**src/rtl/uart_rgb_cmd_pwm_if.sv**
```systemverilog
// Byte stream from the UART receiver, plus the RGB/status outputs of the PWM command block.
interface uart_rgb_cmd_pwm_if;
    logic [7:0] rxbyte;
    logic       received;
    logic [2:0] rgb;
    logic       cmd_ok;
    logic       cmd_err;

    modport master (output rxbyte, output received, input rgb, input cmd_ok, input cmd_err);
    modport slave  (input rxbyte, input received, output rgb, output cmd_ok, output cmd_err);
endinterface

```
**src/rtl/uart_rgb_cmd_pwm.sv**
```systemverilog
// ASCII command parser (<ch><H><L>, X) that sets per-channel brightness, driving
// glitch-free RGB PWM whose duty updates only at period boundaries.
module uart_rgb_cmd_pwm #(
    parameter int             PWM_BITS       = 8,
    parameter int             TIMEOUT_CYCLES = 12_000_000,
    parameter logic [7:0]     RST_DUTY_R     = 8'hFF,
    parameter logic [7:0]     RST_DUTY_G     = 8'h00,
    parameter logic [7:0]     RST_DUTY_B     = 8'h00
) (
    input  logic              clk,
    input  logic              rst_n,
    uart_rgb_cmd_pwm_if.slave bus
);
    localparam int TW = $clog2(TIMEOUT_CYCLES + 1);
    localparam logic [TW-1:0] TO_LAST = TW'(TIMEOUT_CYCLES - 1);

    typedef enum logic [1:0] {S_IDLE, S_HI, S_LO} state_t;

    state_t              r_state;
    state_t              w_state_next;
    logic [1:0]          r_ch;
    logic [3:0]          r_hi;
    logic [TW-1:0]       r_to_cnt;
    logic [PWM_BITS-1:0] r_pwm_cnt;
    logic [2:0]          r_rgb;
    logic                r_cmd_ok;
    logic                r_cmd_err;

    logic                w_ok_next;
    logic                w_err_next;
    logic                w_wr_en;
    logic                w_clr_all;
    logic                w_latch_ch;
    logic                w_latch_hi;
    logic                w_is_hex;
    logic [3:0]          w_nib;
    logic                w_is_ch;
    logic [1:0]          w_ch_idx;

    // Decode the incoming byte as a hex digit and as a channel letter.
    always_comb begin
        w_is_hex = 1'b0;
        w_nib    = 4'd0;
        w_is_ch  = 1'b0;
        w_ch_idx = 2'd0;
        if (bus.rxbyte >= 8'h30 && bus.rxbyte <= 8'h39) begin
            w_is_hex = 1'b1;
            w_nib    = bus.rxbyte[3:0];
        end else if ((bus.rxbyte >= 8'h41 && bus.rxbyte <= 8'h46) ||
                     (bus.rxbyte >= 8'h61 && bus.rxbyte <= 8'h66)) begin
            w_is_hex = 1'b1;
            w_nib    = bus.rxbyte[3:0] + 4'd9;
        end
        case (bus.rxbyte)
            8'h52, 8'h72: begin w_is_ch = 1'b1; w_ch_idx = 2'd0; end
            8'h47, 8'h67: begin w_is_ch = 1'b1; w_ch_idx = 2'd1; end
            8'h42, 8'h62: begin w_is_ch = 1'b1; w_ch_idx = 2'd2; end
            default: ;
        endcase
    end

    always_comb begin
        w_state_next = r_state;
        w_ok_next    = 1'b0;
        w_err_next   = 1'b0;
        w_wr_en      = 1'b0;
        w_clr_all    = 1'b0;
        w_latch_ch   = 1'b0;
        w_latch_hi   = 1'b0;
        if (bus.received) begin
            case (r_state)
                S_IDLE: begin
                    if (w_is_ch) begin
                        w_latch_ch   = 1'b1;
                        w_state_next = S_HI;
                    end else if (bus.rxbyte == 8'h58 || bus.rxbyte == 8'h78) begin
                        w_clr_all = 1'b1;
                        w_ok_next = 1'b1;
                    end else if (bus.rxbyte != 8'h0D && bus.rxbyte != 8'h0A) begin
                        w_err_next = 1'b1;
                    end
                end
                S_HI: begin
                    if (w_is_hex) begin
                        w_latch_hi   = 1'b1;
                        w_state_next = S_LO;
                    end else begin
                        w_err_next   = 1'b1;
                        w_state_next = S_IDLE;
                    end
                end
                default: begin
                    w_state_next = S_IDLE;
                    if (w_is_hex) begin
                        w_wr_en   = 1'b1;
                        w_ok_next = 1'b1;
                    end else begin
                        w_err_next = 1'b1;
                    end
                end
            endcase
        end else if (r_state != S_IDLE && r_to_cnt == TO_LAST) begin
            w_state_next = S_IDLE;
            w_err_next   = 1'b1;
        end
    end

    always_ff @(posedge clk) begin
        if (!rst_n) begin
            r_state   <= S_IDLE;
            r_ch      <= 2'd0;
            r_hi      <= 4'd0;
            r_to_cnt  <= '0;
            r_pwm_cnt <= '0;
            r_cmd_ok  <= 1'b0;
            r_cmd_err <= 1'b0;
        end else begin
            r_state   <= w_state_next;
            r_cmd_ok  <= w_ok_next;
            r_cmd_err <= w_err_next;
            r_pwm_cnt <= r_pwm_cnt + 1'b1;
            if (w_latch_ch) r_ch <= w_ch_idx;
            if (w_latch_hi) r_hi <= w_nib;
            if (bus.received || r_state == S_IDLE) r_to_cnt <= '0;
            else                                   r_to_cnt <= r_to_cnt + 1'b1;
        end
    end

    genvar gi;
    generate
        for (gi = 0; gi < 3; gi++) begin : g_ch
            localparam logic [7:0] RST_V = (gi == 0) ? RST_DUTY_R :
                                           (gi == 1) ? RST_DUTY_G : RST_DUTY_B;
            logic [PWM_BITS-1:0] r_shadow;
            logic [PWM_BITS-1:0] r_active;

            // Active duty reloads only at the last count, so every period is whole.
            always_ff @(posedge clk) begin
                if (!rst_n) begin
                    r_shadow  <= PWM_BITS'(RST_V);
                    r_active  <= PWM_BITS'(RST_V);
                    r_rgb[gi] <= 1'b0;
                end else begin
                    if (w_clr_all)
                        r_shadow <= '0;
                    else if (w_wr_en && r_ch == 2'(gi))
                        r_shadow <= PWM_BITS'({r_hi, w_nib});
                    if (r_pwm_cnt == {PWM_BITS{1'b1}})
                        r_active <= r_shadow;
                    r_rgb[gi] <= (r_pwm_cnt < r_active);
                end
            end
        end
    endgenerate

    assign bus.rgb     = r_rgb;
    assign bus.cmd_ok  = r_cmd_ok;
    assign bus.cmd_err = r_cmd_err;
endmodule

```
**src/flat_wrapper.sv**
```systemverilog
// flat-port wrapper written by rule: the top's interface ports become plain ports
module uart_rgb_cmd_pwm_flat 
#(
    parameter int             PWM_BITS       = 8,
    parameter int             TIMEOUT_CYCLES = 12_000_000,
    parameter logic [7:0]     RST_DUTY_R     = 8'hFF,
    parameter logic [7:0]     RST_DUTY_G     = 8'h00,
    parameter logic [7:0]     RST_DUTY_B     = 8'h00
)
  (clk, rst_n, bus_rxbyte, bus_received, bus_rgb, bus_cmd_ok, bus_cmd_err);
  uart_rgb_cmd_pwm_if bus_i ();
  input  logic clk;
  input  logic rst_n;
  input wire logic [$bits(bus_i.rxbyte)-1:0] bus_rxbyte;
  input wire logic [$bits(bus_i.received)-1:0] bus_received;
  output wire logic [$bits(bus_i.rgb)-1:0] bus_rgb;
  output wire logic [$bits(bus_i.cmd_ok)-1:0] bus_cmd_ok;
  output wire logic [$bits(bus_i.cmd_err)-1:0] bus_cmd_err;
  assign bus_i.rxbyte = bus_rxbyte;
  assign bus_i.received = bus_received;
  assign bus_rgb = bus_i.rgb;
  assign bus_cmd_ok = bus_i.cmd_ok;
  assign bus_cmd_err = bus_i.cmd_err;
  uart_rgb_cmd_pwm #(.PWM_BITS(PWM_BITS), .TIMEOUT_CYCLES(TIMEOUT_CYCLES), .RST_DUTY_R(RST_DUTY_R), .RST_DUTY_G(RST_DUTY_G), .RST_DUTY_B(RST_DUTY_B)) u_core (.clk(clk), .rst_n(rst_n), .bus(bus_i));
endmodule
```
**config.mk**
```make
export PLATFORM = sky130hd
export DESIGN_NAME = uart_rgb_cmd_pwm_flat
export DESIGN_NICKNAME = d
export VERILOG_FILES = /design/src/rtl/uart_rgb_cmd_pwm_if.sv /design/src/rtl/uart_rgb_cmd_pwm.sv /design/src/flat_wrapper.sv
export SDC_FILE = /design/constraint.sdc
export NUM_CORES = 1
export LEC_CHECK = 0
export ABC_AREA = 1
export BUFFER_PORTS_ARGS = -buffer_cell sky130_fd_sc_hd__buf_4
export CORE_UTILIZATION = 57
export CTS_BUF_LIST = sky130_fd_sc_hd__clkbuf_2 sky130_fd_sc_hd__clkbuf_4 sky130_fd_sc_hd__clkbuf_8
export DETAILED_ROUTE_END_ITERATION = 12
export PLACE_DENSITY = 0.74
export RECOVER_POWER = 50
export SYNTH_ARGS = -nofsm -noshare
export SYNTH_HDL_FRONTEND = slang
export SYNTH_SLANG_ARGS = --single-unit
```
**constraint.sdc**
```tcl
create_clock -name clk -period 2.52 [get_ports clk]
set_input_delay 0 -clock clk [delete_from_list [all_inputs] [get_ports clk]]
set_output_delay 0 -clock clk [all_outputs]
set_load 0.01 [all_outputs]
```
# Word-level counts from Yosys, hierarchy flattened
# Index checks and enable logic that the tools add are counted.
[totals] inputBits=11 output_inout_bits=5 reg_bits=93 elab_cells=102
[op_classes] n_lt_le_gt_ge=9 bitwise_logic=1 n_eq_ne=16 mux=33 add_sub_neg=3 n_reduce_logical=24
[ops] op="8-bit by 7-bit == test with 1-bit output (second input constant)" n=8
[ops] op="24-bit by 1-bit adder with 24-bit output (second input constant)" n=1
[ops] op="24-bit == test (second input constant)" n=1
[ops] op="8-bit less-than comparator" n=3
[ops] op="1-bit two-way mux" n=22
[ops] op="8-bit by 7-bit >= comparator with 1-bit output (second input constant)" n=2
[ops] op="8-bit by 7-bit less-or-equal comparator with 1-bit output (second input constant)" n=2
[ops] op="8-bit two-way mux" n=2
[ops] op="8-bit by 4-bit inequality test with 1-bit output (second input constant)" n=2
[ops] op="2-bit OR reduction" n=5
[ops] op="8-bit by 1-bit adder with 8-bit output (second input constant)" n=1
[ops] op="8-bit == test (second input constant)" n=1
[ops] op="8-bit by 6-bit >= comparator with 1-bit output (second input constant)" n=1
[ops] op="8-bit by 6-bit less-or-equal comparator with 1-bit output (second input constant)" n=1
[ops] op="1-bit logical AND" n=8
[ops] op="2-bit two-way mux" n=4
[ops] op="4-bit two-way mux" n=2
[ops] op="2-bit one-hot mux with 2 select lines" n=2
[ops] op="2-bit nonzero test" n=3
[ops] op="6-bit OR reduction" n=1
[ops] op="4-bit adder (second input constant)" n=1
[ops] op="2-bit by 1-bit == test with 1-bit output (second input constant)" n=2
[ops] op="2-bit logical NOT" n=2
[ops] op="2-bit AND reduction" n=2
[ops] op="other kinds (5)" n=7

# Depth between registers and ports, before layout
# Gate-level depths: netlist (run 1).
[logic_depth] ltp_word=11 ltp_mapped=11 ltp_nobuf=10

# Worst setup path before layout (run 1)
# OpenSTA, ideal clock, no wires.
[synth_timing] path_kind="register to register" from="register u_core.r_pwm_cnt[1]" to="register u_core.g_ch[2].r_active[0]" t_required_ns=2.392 setup_slack_ns=1.068 stages_incl_launch_ff=8 setup_time_ns=0.128 period_less_slack_ns=1.452 t_arrival_ns=1.324 cell_sequence="dfxtp_1 > ha_1 > nand2_1 > nor4_2 > nand2_1 > clkbuf_1 > o21ai_0 > a21oi_1"
[synth_via] elab_chain_len=1
[synth_lines] element="start: declaration" line_no="uart_rgb_cmd_pwm.sv:24" text="logic [PWM_BITS-1:0] r_pwm_cnt;"
[synth_lines] element="start signal: assignment" line_no="uart_rgb_cmd_pwm.sv:121" text="r_pwm_cnt <= r_pwm_cnt + 1'b1;"
[synth_lines] element="8-bit == test" line_no="uart_rgb_cmd_pwm.sv:148" text="if (r_pwm_cnt == {PWM_BITS{1'b1}})"
[synth_lines] element="end signal: assignment" line_no="uart_rgb_cmd_pwm.sv:141" text="r_active <= PWM_BITS'(RST_V);"
[synth_lines] element="end signal: assignment" line_no="uart_rgb_cmd_pwm.sv:149" text="r_active <= r_shadow;"
[synth_lines] element="end: declaration" line_no="uart_rgb_cmd_pwm.sv:135" text="logic [PWM_BITS-1:0] r_active;"
# Every way passes these cells.
# A chain may end at the register's enable or synchronous reset.

# Final worst setup path (run 1)
[layout_timing] from="register u_core.r_state[1]" to="register u_core.r_to_cnt[4]"
[layout_via] elab_chain_len=3
[layout_lines] element="start: declaration" line_no="uart_rgb_cmd_pwm.sv:19" text="state_t r_state;"
[layout_lines] element="start signal: assignment" line_no="uart_rgb_cmd_pwm.sv:118" text="r_state <= w_state_next;"
[layout_lines] element="2-bit logical NOT" line_no="uart_rgb_cmd_pwm.sv:124" text="if (bus.received || r_state == S_IDLE) r_to_cnt <= '0;"
[layout_lines] element="1-bit logical OR" line_no="uart_rgb_cmd_pwm.sv:124"
[layout_lines] element="2-bit OR reduction (no source line)"
[layout_lines] element="end signal: assignment" line_no="uart_rgb_cmd_pwm.sv:125" text="else r_to_cnt <= r_to_cnt + 1'b1;"
[layout_lines] element="end: declaration" line_no="uart_rgb_cmd_pwm.sv:23" text="logic [TW-1:0] r_to_cnt;"
# Every way passes these cells.

==> results of run 1 <==
[flip-flops by register name, summed over array words and instances, names as in the netlist, 2 cells and up]
| signal | count |
|---|---|
| u_core.r_ch | 2 |
| u_core.g_ch.r_shadow | 24 |
| u_core.r_pwm_cnt | 8 |
| u_core.g_ch.r_active | 24 |
| u_core.r_to_cnt | 24 |
| u_core.r_hi | 4 |
| u_core.r_state | 2 |
| u_core.bus.rgb | 3 |
[worst max-delay path by stage]
stage	cells after the start	startpoint	slack [ns]	endpoint
final	8	u_core.r_state[1]$_SDFFE_PN0P_	0.50	u_core.r_to_cnt[4]$_SDFF_PP0_
after global routing	8	u_core.r_state[1]$_SDFFE_PN0P_	0.34	u_core.r_to_cnt[4]$_SDFF_PP0_
after CTS	8	u_core.r_pwm_cnt[1]$_SDFF_PN0_	0.81	u_core.g_ch[0].r_active[7]$_SDFFE_PN1N_
after detailed placement	7	u_core.r_pwm_cnt[1]$_SDFF_PN0_	0.82	u_core.g_ch[0].r_active[7]$_SDFFE_PN1N_
after global placement	6	u_core.r_pwm_cnt[6]$_SDFF_PN0_	0.90	u_core.g_ch[0].r_active[5]$_SDFFE_PN1N_
after floorplan	7	u_core.r_pwm_cnt[1]$_SDFF_PN0_	1.07	u_core.g_ch[2].r_active[0]$_SDFFE_PN0N_
[what timing repair did]
action,4_1_cts,5_1_grt
endpoints found under the setup margin,0,0
hold buffers,3,0
hold endpoints to repair,3,0
[routing by layer]
| metal | track usage [%] | up-vias | wire, um |
|---|---|---|---|
| met5 | 0 | - | 0 |
| met2 | 39.6 | 61 | 4480 |
| li1 | - | 2072 | - |
| met3 | 2.74 | 13 | 296 |
| met4 | 8.20 | 0 | 133 |
| met1 | 34.8 | 1841 | 5010 |
[cells by family (layout without fill, tap and decap cells)]
kind of cell,after synthesis,after routing,synth area share (%)
compound gates,115,115,13.4
xor+xnor,6,6,1.15
fa+ha+maj,27,27,7.36
buf+inv,101,125,8.89
flops,93,93,40.6
simple gates,277,277,28.6
[where the power goes]
| part | total, mW | switching, mW | internal (mW) |
|---|---|---|---|
| Sequential | 1.49 | 0.00739 | 1.48 |
| Combinational | 0.119 | 0.0752 | 0.0434 |
| Clock | 1.03 | 0.541 | 0.491 |
[stage by stage]
step | cells | power (mW)
2_1_floorplan | 619 | 1.59
3_3_place_gp | 726 | 1.64
3_5_place_dp | 726 | 1.64
4_1_cts | 745 | 2.66
5_1_grt | 745 | 2.74
6_report | 745 | 2.64
[cell usage after synthesis, drive strengths merged]
cell | count | area share (%)
xnor2 | 2 | 0.38
or2 | 1 | 0.14
inv | 88 | 7.2
dfxtp | 93 | 41
o22ai | 1 | 0.14
nand4 | 7 | 0.95
nand2 | 118 | 11
a21oi | 62 | 6.8
o21ai | 36 | 3.9
o21a | 6 | 0.98
buf | 6 | 1.1
nor4 | 2 | 0.41
nand3b | 3 | 0.76
nor3b | 4 | 0.65
nor3 | 20 | 2.9
xor2 | 4 | 0.76
o211ai | 8 | 1.3
ha | 27 | 7.4
nor2 | 63 | 5.4
clkbuf | 7 | 0.57
a31oi | 2 | 0.27
nand3 | 59 | 6.9
[final cells by class]
class | instances | area [sq um]
inverters | 88 | 330
multi-input cells | 425 | 2280
clock inverters | 6 | 70.1
repair buffers | 21 | 139
clock buffers | 10 | 138
well taps | 102 | 128
fillers | 732 | 2820
flip-flops and latches | 93 | 1860
[worst register-to-register path: cells and delay by family, from the launching register on]
family | cells | cell delay, ns
DFF | 1 | 0.40
buffers and inverters | 4 | 0.94
and+or+nand+nor | 2 | 0.28
AOI/OAI and AO/OA | 2 | 0.35
==> summary.txt, run 1 <==
Clock buffer depth -> 2
Vias in the first global route -> 3592
Period minus WS final -> 2.02 ns
Syn Nets -> 657
Final WS setup -> 0.497 ns
Worst Hold Depth -> 4
CTS H-tree depth -> 3
Critical R2R Launch -> u_core.r_state[1]$_SDFFE_PN0P_
Fmax -> 494 MHz
Mapped Cells -> 619
Cell area after synthesis -> 0.00459 sq mm
CTS tree -> yes
Post-route ant nets -> 0
CP endpoint kind -> flip-flop
Setup crit start kind -> flip-flop
Pin count of the biggest net entering global routing -> 40
Final Hold Viols -> 0
RSZ-0062 raised after global routing -> no
Post-Place Worst Slack -> 0.825 ns
Sequential fraction of the synthesis area -> 40.6%
Die width -> 91.7 um
Fin area -> 0.00495 sq mm
Drt drc -> 0
Worst Path Max Fanout -> 17
R2r worst-path depth -> 8
Most common cell type on the critical path -> inv_1
Worst reg2reg endpoint -> u_core.r_to_cnt[4]$_SDFF_PP0_
Area Growth Syn to Fin -> 7.85%
Power density over cell area -> 533 mW/mm^2
Status -> complete, no violations
Min-Delay Endpoint -> u_core.r_ch[1]$_SDFFE_PN0P_
Clock Latency Late Sink -> 0.36 ns
Synth Register Bits -> 93
Most common cell after layout, fill and taps aside -> nand2_1
Crit path required time -> 2.83 ns
Maximum VDD drop -> 0.290 mV
Number of clock buffers inserted by TritonCTS -> 9
Total track usage -> 24.7%
Gpl congestion -> 0.907
Ant. Diodes -> 0
Starting Density -> 59.1%
Clock sink total -> 93
Syn Area/Cell -> 7.41 sq um
Full die area -> 0.00841 sq mm
Initial antenna violation count -> 0
Final Cycle Share -> 80.3%
Worst Max-Slew Pin Slew -> 0.663 ns
Detail Placement HPWL -> 7260 um
Synthesis Warnings -> 0
Overflow after GRT -> 0
Crit-path slowest cell -> dfxtp_1
Most frequent cells in the layout -> nand2_1 (109), dfxtp_1 (93), inv_1 (85), a21oi_1 (62), nor2_1 (61)
Leak pwr -> 2.03 nW
Max stage delay on crit path -> 0.40 ns
Placeable Area -> 0.00777 sq mm
Root Buffer -> clkbuf_8
Avg WL per Cell -> 13.3 um
Family with the most delay on the worst path -> buffers and inverters
CP cell instances -> inv_1 > nand2_1 > inv_1 > nor3_4 > clkbuf_1 > inv_1 > a21oi_1 > o21a_1
Post-CTS sizing -> 0
Sum of buffers and inverters on the critical path -> 4
Fin util -> 63.7%
Unique cell type count in the Yosys netlist -> 35
Setup TNS -> 0 ns
Hold slack -> 0.0235 ns
Vias -> 3987
Post-CTS setup buffer count -> 0
Max Transition Viols Final -> 0
DRT Pass-1 Iters -> 4
Setup Skew -> 0.0104 ns
Die height -> 91.7 um
Drt via density -> 5.35
HP Class -> input pin to flip-flop
First-pass GRT wire length -> 16700 um
Clock-pin slew on the worst setup and hold paths -> 0.10 ns
WP data arrival -> 2.33 ns
Crit path kind -> flip-flop to flip-flop
Placed Instance Area -> 0.00477 sq mm
Flop2flop setup slack -> 0.50 ns
Max cap viols -> 0
Iter 0 DRT Violations -> 224
# IOs -> 16
Fraction of layout cells with a size suffix above 1 -> 7.31%
Min-delay src -> bus_rxbyte[2]
Placement row count -> 32
Max transition margin -> 55.7%
Post-layout net count -> 676
Final WL -> 9920 um
Number of port buffers -> 15
Final setup fails -> 0
(Power assumes the default switching activity.)
==> inputs of run 2 (changes only) <==
Clock period 2.52 ns to 2.03 ns, I/O delays scaled along.
==> run 2 against run 1 <==
- combinational power grew 25%
- highest routed layer unchanged
- hold slack gained 0.016 ns
- first-iteration DRC count shrank 18%
- core utilization is essentially flat
- clock power grew 19%
- sequential share of layout area is essentially flat
==> summary.txt, run 2 (synthesized netlist as in run 1, its figures left out) <==
Root Buffer -> clkbuf_8
Maximum VDD drop -> 0.425 mV (+47%)
Clock sink total -> 93 (unchanged)
# IOs -> 16 (unchanged)
FILL cells -> 713 (-2.6%)
Max cap viols -> 0 (unchanged)
Setup Skew -> 0.00969 ns (-0.000755 ns)
RSZ-0062 raised after global routing -> no
Die height -> 91.7 um (unchanged)
Leak pwr -> 2.03 nW (-0.32%)
Post-route ant nets -> 0 (unchanged)
Most common cell after layout, fill and taps aside -> nand2_1
Max transition margin -> 59.3% (+3.6 points)
First-pass GRT wire length -> 16700 um (+0.46%)
Avg WL per Cell -> 13.1 um (-1.7%)
Setup crit start kind -> input pin
Gpl congestion -> 0.904 (-0.31%)
Placement row count -> 32 (unchanged)
Initial antenna violation count -> 0 (unchanged)
Overflow after GRT -> 0 (unchanged)
Clock Latency Late Sink -> 0.35 ns (about the same)
Status -> complete, no violations
WP data arrival -> 2.05 ns (-0.28 ns)
Iter 0 DRT Violations -> 184 (-18%)
DRT Pass-1 Iters -> 5 (+1)
Worst Path Max Fanout -> 10 (-7)
Die width -> 91.7 um (unchanged)
Ant. Diodes -> 0 (unchanged)
Full die area -> 0.00841 sq mm (unchanged)
Fraction of layout cells with a size suffix above 1 -> 7.92% (+0.61 points)
Drt drc -> 0 (unchanged)
Non-Filler Instances -> 746 (+0.13%)
Period minus WS final -> 1.76 ns
Total track usage -> 24.8% (+0.044 points)
Starting Density -> 59.1% (unchanged)
Met3 Usage GRT -> 4.39% (+1.7 points)
Post-CTS setup buffer count -> 0 (unchanged)
Placed cell count -> 727 (+0.14%)
Post-layout net count -> 677 (+0.15%)
Placeable Area -> 0.00777 sq mm (unchanged)
Clock buffer depth -> 2 (unchanged)
CP endpoint kind -> flip-flop
CTS tree -> yes
Most frequent cells in the layout -> nand2_1 (109), dfxtp_1 (93), inv_1 (84), a21oi_1 (62), nor2_1 (61)
Grt met1 use -> 34.1% (-0.67 points)
Vias -> 3942 (-1.1%)
Number of clock buffers inserted by TritonCTS -> 9 (unchanged)
Global-route track usage on met2 -> 40.0% (+0.44 points)
Max Transition Viols Final -> 0 (unchanged)
Pin count of the biggest net entering global routing -> 40 (unchanged)
Number of port buffers -> 15 (unchanged)
Crit path kind -> input pin to flip-flop
Fmax -> 568 MHz
Worst Max-Slew Pin Slew -> 0.604 ns (-0.0597 ns)
Final Hold Viols -> 0 (unchanged)
Final WL -> 9760 um (-1.5%)
Clock-pin slew on the worst setup and hold paths -> 0.09 ns (about the same)
CTS H-tree depth -> 3 (unchanged)
Busiest grt layer -> met2
Detail Placement HPWL -> 7360 um (+1.3%)
Final Cycle Share -> 86.7%
Area Growth Syn to Fin -> 7.88% (about the same)
Power density over cell area -> 652 mW/mm^2 (+22%)
Crit path required time -> 2.32 ns (-0.51 ns)
Largest regs -> u_core.g_ch.r_active: 24 flops, u_core.g_ch.r_shadow: 24 flops, u_core.r_to_cnt: 24 flops
Drt via density -> 5.28 (-1.3%)
Final setup fails -> 0 (unchanged)
Vias in the first global route -> 3721 (+3.6%)
HP Class -> input pin to flip-flop
Setup TNS -> 0 ns (unchanged)
==> run 2: final cells by class <==
class / count / area, sq um / share of cell area [%]
clock inverters: 7 / 73.8 / 1.49
flip-flops and latches: 93 / 1860 / 37.6
multi-input cells: 425 / 2290 / 46.2
inverters: 88 / 330 / 6.67
well taps: 102 / 128 / 2.58
clock buffers: 9 / 124 / 2.50
repair buffers: 22 / 146 / 2.96
==> run 2: stage by stage <==
stage	instance area [sq um]	utilization (%)	total power, mW	hold slack (ns)	setup slack [ns]
after floorplan	4590	-	1.98	0.169	0.578
after global placement	4780	61.5	2.03	0.337	0.435
after detailed placement	4780	61.5	2.04	0.350	0.349
after CTS	5010	64.5	3.26	0.0281	0.322
after global routing	4950	63.7	3.35	0.0550	0.0953
final	4950	63.7	3.23	0.0395	0.271
==> run 2: path summary, 6_finish.rpt <==
kind / from / end / slack [ns] / cells past startpoint
worst max-delay path: bus_rxbyte[4] / u_core.g_ch[0].r_shadow[3]$_SDFFE_PN1P_ / 0.27 / 9
worst min register to register: u_core.g_ch[1].r_active[0]$_SDFFE_PN0N_ / u_core.g_ch[1].r_active[0]$_SDFFE_PN0N_ / 0.47 / 2
worst min-delay path: bus_rxbyte[2] / u_core.r_ch[1]$_SDFFE_PN0P_ / 0.04 / 4
worst max register to register: u_core.r_pwm_cnt[0]$_SDFF_PN0_ / u_core.g_ch[0].r_active[5]$_SDFFE_PN1N_ / 0.30 / 8
==> run 2: repair_timing <==
| item | CTS | global route |
|---|---|---|
| endpoints found under the hold margin | 2 | 0 |
| hold buffers | 3 | 0 |
| resized for setup | 0 | 0 |
==> run 2: layer usage <==
layer / routed length (um) / up-vias / part of all wire, %
met5: 0 / - / 0
met4: 74 / 0 / 0.76
met3: 327 / 8 / 3.3
met2: 4450 / 70 / 46
met1: 4910 / 1788 / 50
li1: - / 2076 / -
==> run 2: power by group <==
part	internal, mW	switching, mW
Sequential	1.83	0.00931
Clock	0.571	0.662
Combinational	0.0560	0.0934
Total	2.46	0.764
==> run 2: critical path, stage by stage <==
cell,delay (ns)
dlygate4sd3_1,0.53
clkbuf_1,0.13
nor3_1,0.44
nand3_2,0.21
nand2_4,0.19
nand3_2,0.19
nand2_1,0.18
nand2_1,0.08
nand3_1,0.09
==> inputs of run 3 (changes only) <==
==> constraint.sdc (replaced) <==
create_clock -name clk -period 2.1 [get_ports clk]
set_input_delay 0 -clock clk [delete_from_list [all_inputs] [get_ports clk]]
set_output_delay 0 -clock clk [all_outputs]
set_load 0.1 [all_outputs]
==> run 3 against run 2 <==
- sequential share of layout area is 0.076 points higher
- clock-buffer cell count up 2
- clock skew barely moved
- critical path depth is the same
- sequential power fell by 3%
- cell count unchanged
- non-clock buffer count is the same
==> summary.txt, run 3 (synthesized netlist as in run 1, its figures left out) <==
Vias -> 3944 (+0.051%)
Clock Latency Late Sink -> 0.36 ns (about the same)
Busiest grt layer -> met2
DRT Pass-1 Iters -> 5 (unchanged)
Post-layout net count -> 677 (unchanged)
Placement row count -> 32 (unchanged)
Most frequent cells in the layout -> nand2_1 (109), dfxtp_1 (93), inv_1 (84), a21oi_1 (62), nor2_1 (61)
Post-route ant nets -> 0 (unchanged)
Max Transition Viols Final -> 0 (unchanged)
Drt drc -> 0 (unchanged)
Clock sink total -> 93 (unchanged)
Placeable Area -> 0.00777 sq mm (unchanged)
Total track usage -> 24.6% (-0.15 points)
Starting Density -> 59.1% (unchanged)
Worst Path Max Fanout -> 10 (unchanged)
Gpl congestion -> 0.879 (-2.8%)
Vias in the first global route -> 3587 (-3.6%)
Overflow after GRT -> 0 (unchanged)
Setup crit start kind -> input pin
Final Cycle Share -> 84.9%
CTS tree -> yes
Grt met1 use -> 33.9% (-0.28 points)
Pin count of the biggest net entering global routing -> 40 (unchanged)
Worst Max-Slew Pin Slew -> 1.17 ns (+0.570 ns)
Clock buffer depth -> 2 (unchanged)
RSZ-0062 raised after global routing -> no
Crit path required time -> 2.40 ns (+0.08 ns)
Clock-pin slew on the worst setup and hold paths -> 0.08 ns (about the same)
Max transition margin -> 22.1% (-37 points)
Final WL -> 9730 um (-0.37%)
Drt via density -> 5.29 (about the same)
Number of clock buffers inserted by TritonCTS -> 9 (unchanged)
Fraction of layout cells with a size suffix above 1 -> 7.76% (-0.16 points)
Avg WL per Cell -> 13.0 um (-0.37%)
Met3 Usage GRT -> 4.89% (+0.50 points)
Largest regs -> u_core.g_ch.r_active: 24 flops, u_core.g_ch.r_shadow: 24 flops, u_core.r_to_cnt: 24 flops
Detail Placement HPWL -> 7180 um (-2.4%)
Most common cell after layout, fill and taps aside -> nand2_1
WP data arrival -> 2.08 ns (+0.03 ns)
# IOs -> 16 (unchanged)
Global-route track usage on met2 -> 38.2% (-1.8 points)
Die width -> 91.7 um (unchanged)
Setup TNS -> 0 ns (unchanged)
HP Class -> input pin to flip-flop
Full die area -> 0.00841 sq mm (unchanged)
Root Buffer -> clkbuf_8
Setup Skew -> 0.00989 ns (+0.000200 ns)
Crit path kind -> input pin to flip-flop
Max cap viols -> 0 (unchanged)
Number of port buffers -> 15 (unchanged)
CP endpoint kind -> flip-flop
Hold slack -> 0.0299 ns (-0.00953 ns)
Status -> complete, no violations
Area Growth Syn to Fin -> 7.66%
Iter 0 DRT Violations -> 269 (+46%)
Ant. Diodes -> 0 (unchanged)
First-pass GRT wire length -> 16500 um (-1.4%)
Initial antenna violation count -> 0 (unchanged)
Final Hold Viols -> 0 (unchanged)
Fmax -> 561 MHz
Maximum VDD drop -> 0.663 mV (+56%)
CTS H-tree depth -> 3 (unchanged)
Power density over cell area -> 629 mW/mm^2 (-3.4%)
Post-CTS sizing -> 0 (unchanged)
Final setup fails -> 0 (unchanged)
Period minus WS final -> 1.78 ns
Die height -> 91.7 um (unchanged)
Leak pwr -> 2.03 nW (+0.47%)
[run 3: timing repair]
item	in CTS	in global routing
hold buffers	3	0
hold endpoints to repair	3	0
setup buffers	0	0
[run 3: area by class of cell]
class                           count  area (sq um)
Multi-Input combinational cell    425          2280
Sequential cell                    93          1860
Tap cell                          102           128
Clock buffer                       11           151
Inverter                           88           330
Clock inverter                      5          41.3
Timing Repair Buffer               22           146
Fill cell                         727          2830
[run 3: worst paths after layout]
kind              slack [ns]                                       to  depth (start not counted)                               startpoint
setup / recovery        0.32  u_core.g_ch[0].r_shadow[1]$_SDFFE_PN1P_                          9                            bus_rxbyte[3]
hold / removal          0.03              u_core.r_ch[1]$_SDFFE_PN0P_                          4                            bus_rxbyte[2]
setup reg to reg        0.46  u_core.g_ch[2].r_active[7]$_SDFFE_PN0N_                          7           u_core.r_pwm_cnt[0]$_SDFF_PN0_
hold reg to reg         0.46  u_core.g_ch[1].r_active[0]$_SDFFE_PN0N_                          2  u_core.g_ch[1].r_active[0]$_SDFFE_PN0N_
[run 3: worst max-delay path, stage by stage]
cell,delay (ns)
dlygate4sd3_1,0.53
clkbuf_1,0.13
nor3_1,0.40
nand3_1,0.27
nand2_4,0.22
nand3_2,0.20
nand2_1,0.18
nand2_1,0.07
nand3_1,0.08
[run 3: routing by layer]
metal,routed length [um],share of wire (%)
met3,427,4.4
met4,232,2.4
met1,4900,50
met2,4170,43
met5,0,0
[run 3: power by group]
group	switching, mW	internal, mW
Clock	0.637	0.508
Sequential	0.00922	1.77
Combinational	0.129	0.0536
Total	0.775	2.33
[run 3: through the flow]
stage / power [mW] / area [sq um] / worst slack [ns] / utilization, % / instances
2_1_floorplan: 1.95 / 4590 / 0.648 / - / 619
3_3_place_gp: 2.01 / 4780 / 0.565 / 61.5 / 727
3_5_place_dp: 2.01 / 4780 / 0.452 / 61.5 / 727
4_1_cts: 3.15 / 5000 / 0.447 / 64.4 / 746
5_1_grt: 3.24 / 4940 / 0.126 / 63.6 / 746
6_report: 3.11 / 4940 / 0.316 / 63.6 / 746
